File: src/rtl/v810_bus_resp.sv
// rtl/v810_bus_resp.sv - V810 external-bus responder bridging each bus cycle to a req/ack memory port
// Optional watchdog and ERR port: define V810_BUS_RESP_TIMEOUT_EN.
module v810_bus_resp #(
  parameter int WAIT_MIN = 0,
  parameter int BUS16    = 0,
  parameter int TIMEOUT  = 255
) (
  input  logic        CLK,
  input  logic        RES,
  input  logic        CE,
  input  logic [31:0] A,
  input  logic [31:0] D_I,
  output logic [31:0] D_O,
  input  logic [3:0]  BEn,
  input  logic        DAn,
  input  logic        MRQn,
  input  logic        RW,
  input  logic        BCYSTn,
  output logic        READYn,
  output logic        SZRQn,
  output logic [29:0] M_A,
  output logic [3:0]  M_BE,
  output logic        M_WR,
  output logic [31:0] M_WD,
  output logic        M_REQ,
  input  logic [31:0] M_RD,
`ifdef V810_BUS_RESP_TIMEOUT_EN
  output logic        ERR,
`endif
  input  logic        M_ACK
);

  localparam logic [1:0] S_IDLE = 2'd0;
  localparam logic [1:0] S_MEM  = 2'd1;
  localparam logic [1:0] S_WAIT = 2'd2;
  localparam logic [1:0] S_RDY  = 2'd3;

  localparam logic        LP_BUS16 = (BUS16 != 0);
  localparam logic [15:0] LP_WAIT  = 16'(WAIT_MIN);

  logic [1:0]  r_state;
  logic [1:0]  w_nstate;
  logic [29:0] r_addr;
  logic [3:0]  r_ben;
  logic        r_rw;
  logic        r_first;
  logic [31:0] r_wd;
  logic [31:0] r_do;
  logic [15:0] r_wcnt;

  logic        w_start;
  logic        w_upper;
  logic [3:0]  w_be;
  logic [3:0]  w_mbe;
  logic [31:0] w_wd_new;
  logic [31:0] w_rd;
  logic        w_wait_ok;
  logic        w_ack;
  logic        w_tmo;
  logic        w_unused;

  // A cycle starts on BCYSTn, or on DAn alone when the CPU skips T1.
  assign w_start   = !MRQn && (!BCYSTn || !DAn);
  assign w_upper   = (r_ben[1:0] == 2'b11);
  assign w_be      = ~r_ben;
  assign w_mbe     = LP_BUS16 ? (w_upper ? {w_be[3:2], 2'b00} : {2'b00, w_be[1:0]}) : w_be;
  assign w_wd_new  = LP_BUS16 ? {2{D_I[15:0]}} : D_I;
  assign w_rd      = LP_BUS16 ? (w_upper ? {2{M_RD[31:16]}} : {2{M_RD[15:0]}}) : M_RD;
  assign w_wait_ok = (r_wcnt >= LP_WAIT);
  assign w_ack     = (r_state == S_MEM) && M_ACK;
  assign w_unused  = &{1'b0, A[1:0]};

`ifdef V810_BUS_RESP_TIMEOUT_EN
  localparam logic [15:0] LP_TMO = 16'(TIMEOUT);
  logic [15:0] r_tcnt;
  logic        r_err;

  assign w_tmo = (r_state == S_MEM) && !M_ACK && (r_tcnt == LP_TMO - 16'd1);
  assign ERR   = r_err;

  always_ff @(posedge CLK) begin
    if (RES) begin
      r_tcnt <= 16'd0;
      r_err  <= 1'b0;
    end else if (CE) begin
      r_err <= w_tmo;
      if (r_state == S_IDLE)
        r_tcnt <= 16'd0;
      else if (r_state == S_MEM && r_tcnt != 16'hFFFF)
        r_tcnt <= r_tcnt + 16'd1;
    end
  end
`else
  assign w_tmo = 1'b0;
`endif

  always_comb begin
    w_nstate = r_state;
    case (r_state)
      S_IDLE: if (w_start) w_nstate = S_MEM;
      S_MEM: begin
        if (M_ACK)
          w_nstate = w_wait_ok ? S_RDY : S_WAIT;
        else if (w_tmo)
          w_nstate = S_RDY;
      end
      S_WAIT: if (w_wait_ok) w_nstate = S_RDY;
      S_RDY:  w_nstate = S_IDLE;
      default: w_nstate = S_IDLE;
    endcase
  end

  always_ff @(posedge CLK) begin
    if (RES) begin
      r_state <= S_IDLE;
      r_addr  <= 30'd0;
      r_ben   <= 4'hF;
      r_rw    <= 1'b1;
      r_first <= 1'b0;
      r_wd    <= 32'd0;
      r_do    <= 32'd0;
      r_wcnt  <= 16'd0;
    end else if (CE) begin
      r_state <= w_nstate;
      r_first <= (r_state == S_IDLE) && w_start;
      if (r_state == S_IDLE && w_start) begin
        r_addr <= A[31:2];
        r_ben  <= BEn;
        r_rw   <= RW;
        r_wcnt <= 16'd0;
      end else if ((r_state == S_MEM || r_state == S_WAIT) && r_wcnt != 16'hFFFF) begin
        r_wcnt <= r_wcnt + 16'd1;
      end
      // D_I is only valid in T2, so write data is sampled in the first MEM cycle.
      if (r_first)
        r_wd <= w_wd_new;
      if (w_ack && r_rw)
        r_do <= w_rd;
      else if (w_tmo)
        r_do <= 32'hFFFF_FFFF;
    end
  end

  assign READYn = (r_state != S_RDY);
  assign SZRQn  = !(LP_BUS16 && r_state != S_IDLE);
  assign M_REQ  = (r_state == S_MEM);
  assign M_A    = r_addr;
  assign M_BE   = w_mbe;
  assign M_WR   = !r_rw;
  // First MEM cycle forwards D_I directly so a same-cycle ack sees valid data.
  assign M_WD   = r_first ? w_wd_new : r_wd;
  assign D_O    = r_do;

endmodule

File: config.mk
export PLATFORM = sky130hd
export DESIGN_NAME = v810_bus_resp
export DESIGN_NICKNAME = d
export VERILOG_FILES = /design/src/rtl/v810_bus_resp.sv
export SDC_FILE = /design/constraint.sdc
export NUM_CORES = 1
export LEC_CHECK = 0
export ABC_AREA = 0
export BUFFER_PORTS_ARGS = -buffer_cell sky130_fd_sc_hd__buf_2
export CORE_UTILIZATION = 49
export DETAILED_ROUTE_END_ITERATION = 16
export PLACE_DENSITY = 0.85
export SLEW_MARGIN = 10
export SYNTH_ARGS = -nofsm -noshare
export SYNTH_HDL_FRONTEND = slang
export SYNTH_SLANG_ARGS = --single-unit
File: constraint.sdc
create_clock -name CLK -period 2.2 [get_ports CLK]
set_input_delay 0.44 -clock CLK [delete_from_list [all_inputs] [get_ports CLK]]
set_output_delay 0.44 -clock CLK [all_outputs]
set_load 0.03 [all_outputs]
==> flow_metrics.env <==
export IMPL_outcome="finished, final reports clean"
export IMPL_grt_start_max_net_pins=57
export IMPL_die_h_microns=93.6
export IMPL_n_antenna_cell=0
export IMPL_fin_crit_sh=0.941
export IMPL_syn_area_sq_um=4110
export IMPL_multi_input_area_sq_um=1850
export IMPL_layout_area_seq_sq_um=2040
export IMPL_cts_resized=0
export IMPL_rsz0062_at_grt="no"
export IMPL_cp_startpoint="r_first$_SDFFE_PP0P_"
export IMPL_drive_gt1_frac=0.389
export IMPL_start_kind="register"
export IMPL_port_buffer_count=206
export IMPL_yosys_area_top_type_share=0.496
export IMPL_place_ws_ns=0.476
export IMPL_path_clk_slew_ns=0.10
export IMPL_track_usage=0.237
export IMPL_design_area_sq_um=5360
export IMPL_drt_first_pass_iters=4
export IMPL_dr_first_iter_drc_count=212
export IMPL_nets=795
export IMPL_final_min_clock_period_ns=2.07
export IMPL_grt_overflow_total=0
export IMPL_p_leak_nw=2.51
export IMPL_timing_fmax_mhz=483
export IMPL_hold_violations=0
export IMPL_power_density_nw_per_um2=730
export IMPL_coreArea_sq_um=8180
export IMPL_vias=4126
export IMPL_antenna_found_initial=0
export IMPL_clk_insertion_delay_late_ns=0.36
export IMPL_postLayoutCoreUtil=0.655
export IMPL_final_cells=794
export IMPL_dp_cells=778
export IMPL_first_global_vias=3660
export IMPL_rows=33
export IMPL_wl_per_cell_microns=13.5
export IMPL_synthFlopType="dfxtp_1"
export IMPL_fin_skew_ns=0.0123
export IMPL_fillers=701
export IMPL_synthArstFlopShare=0
export IMPL_yosysWarnings=0
export IMPL_power_total_mw=3.91
export IMPL_timing_rr_start="r_state[0]$_SDFFE_PP0P_"
export IMPL_cp_arrival_ns=1.63
export IMPL_min_path_type="in2reg"
export IMPL_die_x_microns=93.6
export IMPL_cts_root_buf="clkbuf_8"
export IMPL_synthCells=501
export IMPL_cts_sinks=102
export IMPL_setup_tns_ns=0
export IMPL_start_util=0.503
export IMPL_synth_edf_count=0
export IMPL_slew_limit_headroom=0.623
export IMPL_critPathMaxFanout=33
export IMPL_report_final_slew_viol_count=0
export IMPL_synth_cell_types=26
export IMPL_drv_cap=0
export IMPL_yosys_top_cells_count="102 x dfxtp_1, 69 x a21oi_1, 67 x nand2_1, 66 x nor2_1, 33 x mux2_2"
export IMPL_gp_congestion=0.721
export IMPL_ys_seq_area_frac=0.496
export IMPL_htree_levels=3
export IMPL_whs_ns=0.303
export IMPL_hold_buffers=0
export IMPL_synth_fp_nets=612
export IMPL_worstHoldStart="M_RD[8]"
export IMPL_synth_area_top_cells="dfxtp_1 50%, mux2_2 9.0%, a21oi_1 8.4%"
export IMPL_ant_nets=0
export IMPL_fin_ws_ns=0.130
export IMPL_synth_area_leader_cell="dfxtp_1"
export IMPL_setup_violations=0
export IMPL_cp_required_ns=1.76
export IMPL_ys_ff_latch=102
export IMPL_post_cts_setup_buffers=0
export IMPL_path_class="reg2out"
export IMPL_wirelength_mm=10.7
export IMPL_yosysMostFrequentCell="dfxtp_1"
export IMPL_hpwl_mm=7.70
export IMPL_grt_pass1_wl_mm=16.3
export IMPL_tritoncts="yes"
export IMPL_ir_worst_vdd_mv=0.403
export IMPL_synth_area_per_cell_sq_um=8.21
export IMPL_clock_path_buffers=2
export IMPL_drc=0
export IMPL_tightest_slew_ns=0.566
export IMPL_end_kind="output port"
export IMPL_cts_made_buffers=9
export IMPL_vias_per_cell=5.20
export IMPL_die_area_sq_um=8770
export IMPL_area_growth_pct=30.2
export IMPL_dpl_cell_area_sq_um=5180
export IMPL_ios=210
layout make-up:
cell class | instances | share of cell area
Multi-Input combinational cell | 344 | 0.344
Timing Repair Buffer | 217 | 0.211
Sequential cell | 102 | 0.381
Clock inverter | 6 | 0.00841
Clock buffer | 10 | 0.0238
Tap cell | 105 | 0.0245
Inverter | 10 | 0.00701
registers in the layout, indices dropped and copies added (netlist names):
| name | cells |
|---|---|
| D_O | 32 |
| M_A | 30 |
| r_ben | 4 |
| r_first | 1 |
| r_rw | 1 |
| r_state | 2 |
| r_wd | 32 |
routing by layer:
layer | part of all wire | up-vias | global-route usage
li1 | - | 2047 | -
met1 | 0.40 | 1882 | 0.252
met2 | 0.49 | 186 | 0.431
met3 | 0.097 | 11 | 0.0854
met4 | 0.014 | 0 | 0.0795
met5 | 0 | - | 0
kinds of logic (layout without fill, tap and decap cells):
family | count (synthesis) | after routing | synth area share
multiplexers | 34 | 34 | 0.0928
adder cells (fa/ha/maj) | 3 | 3 | 0.00913
buffers and inverters | 55 | 243 | 0.0578
AO/OA/AOI/OAI | 106 | 106 | 0.138
other | 1 | 1 | 0.000912
flip-flops | 102 | 102 | 0.496
AND/OR/NAND/NOR | 200 | 200 | 0.205
where the power goes:
part / total (mW) / internal [mW] / switching [mW]
Combinational: 0.851 / 0.301 / 0.550
Sequential: 1.99 / 1.94 / 0.0444
Clock: 1.07 / 0.423 / 0.649
Total: 3.91 / 2.67 / 1.24
final timing paths:
kind / endpoint / slack, ns / cells after the start
worst max-delay path: M_WD[11] / 0.13 / 3
worst min-delay path: D_O[8]$_SDFFE_PP0P_ / 0.30 / 3
worst max register to register: r_rw$_SDFFE_PP1P_ / 0.50 / 5
worst min register to register: D_O[24]$_SDFFE_PP0P_ / 0.46 / 2
critical path: stages (launching register included):
cell and delay (ns):
dfxtp_1 0.32, buf_4 0.37, mux2_2 0.41, buf_2 0.18
placed cells by master, fill, tap and decap left out:
| cell type | synthesis | final |
|---|---|---|
| a21oi_4 | 0 | 1 |
| mux2i_1 | 1 | 1 |
| clkbuf_8 | 0 | 9 |
| nand4_1 | 1 | 1 |
| nor3_1 | 32 | 32 |
| and2_1 | 1 | 1 |
| clkinv_2 | 0 | 2 |
| mux2_2 | 33 | 33 |
| a21o_1 | 1 | 1 |
| a311o_1 | 5 | 5 |
| nand3_1 | 30 | 30 |
| clkbuf_1 | 27 | 1 |
| dfxtp_1 | 102 | 102 |
| clkinv_4 | 0 | 1 |
| nand2_1 | 67 | 67 |
| buf_4 | 2 | 11 |
| inv_2 | 1 | 1 |
| conb_1 | 1 | 1 |
| a21oi_1 | 69 | 68 |
| nor2_1 | 66 | 66 |
| inv_6 | 0 | 3 |
| nand2b_1 | 2 | 2 |
| a221oi_2 | 1 | 1 |
| buf_2 | 12 | 205 |
| o21ai_0 | 30 | 30 |
| and4_1 | 1 | 1 |
| buf_12 | 0 | 1 |
| ha_1 | 3 | 3 |
| inv_1 | 9 | 9 |
No activity file was read; power rests on OpenSTA's default activity.
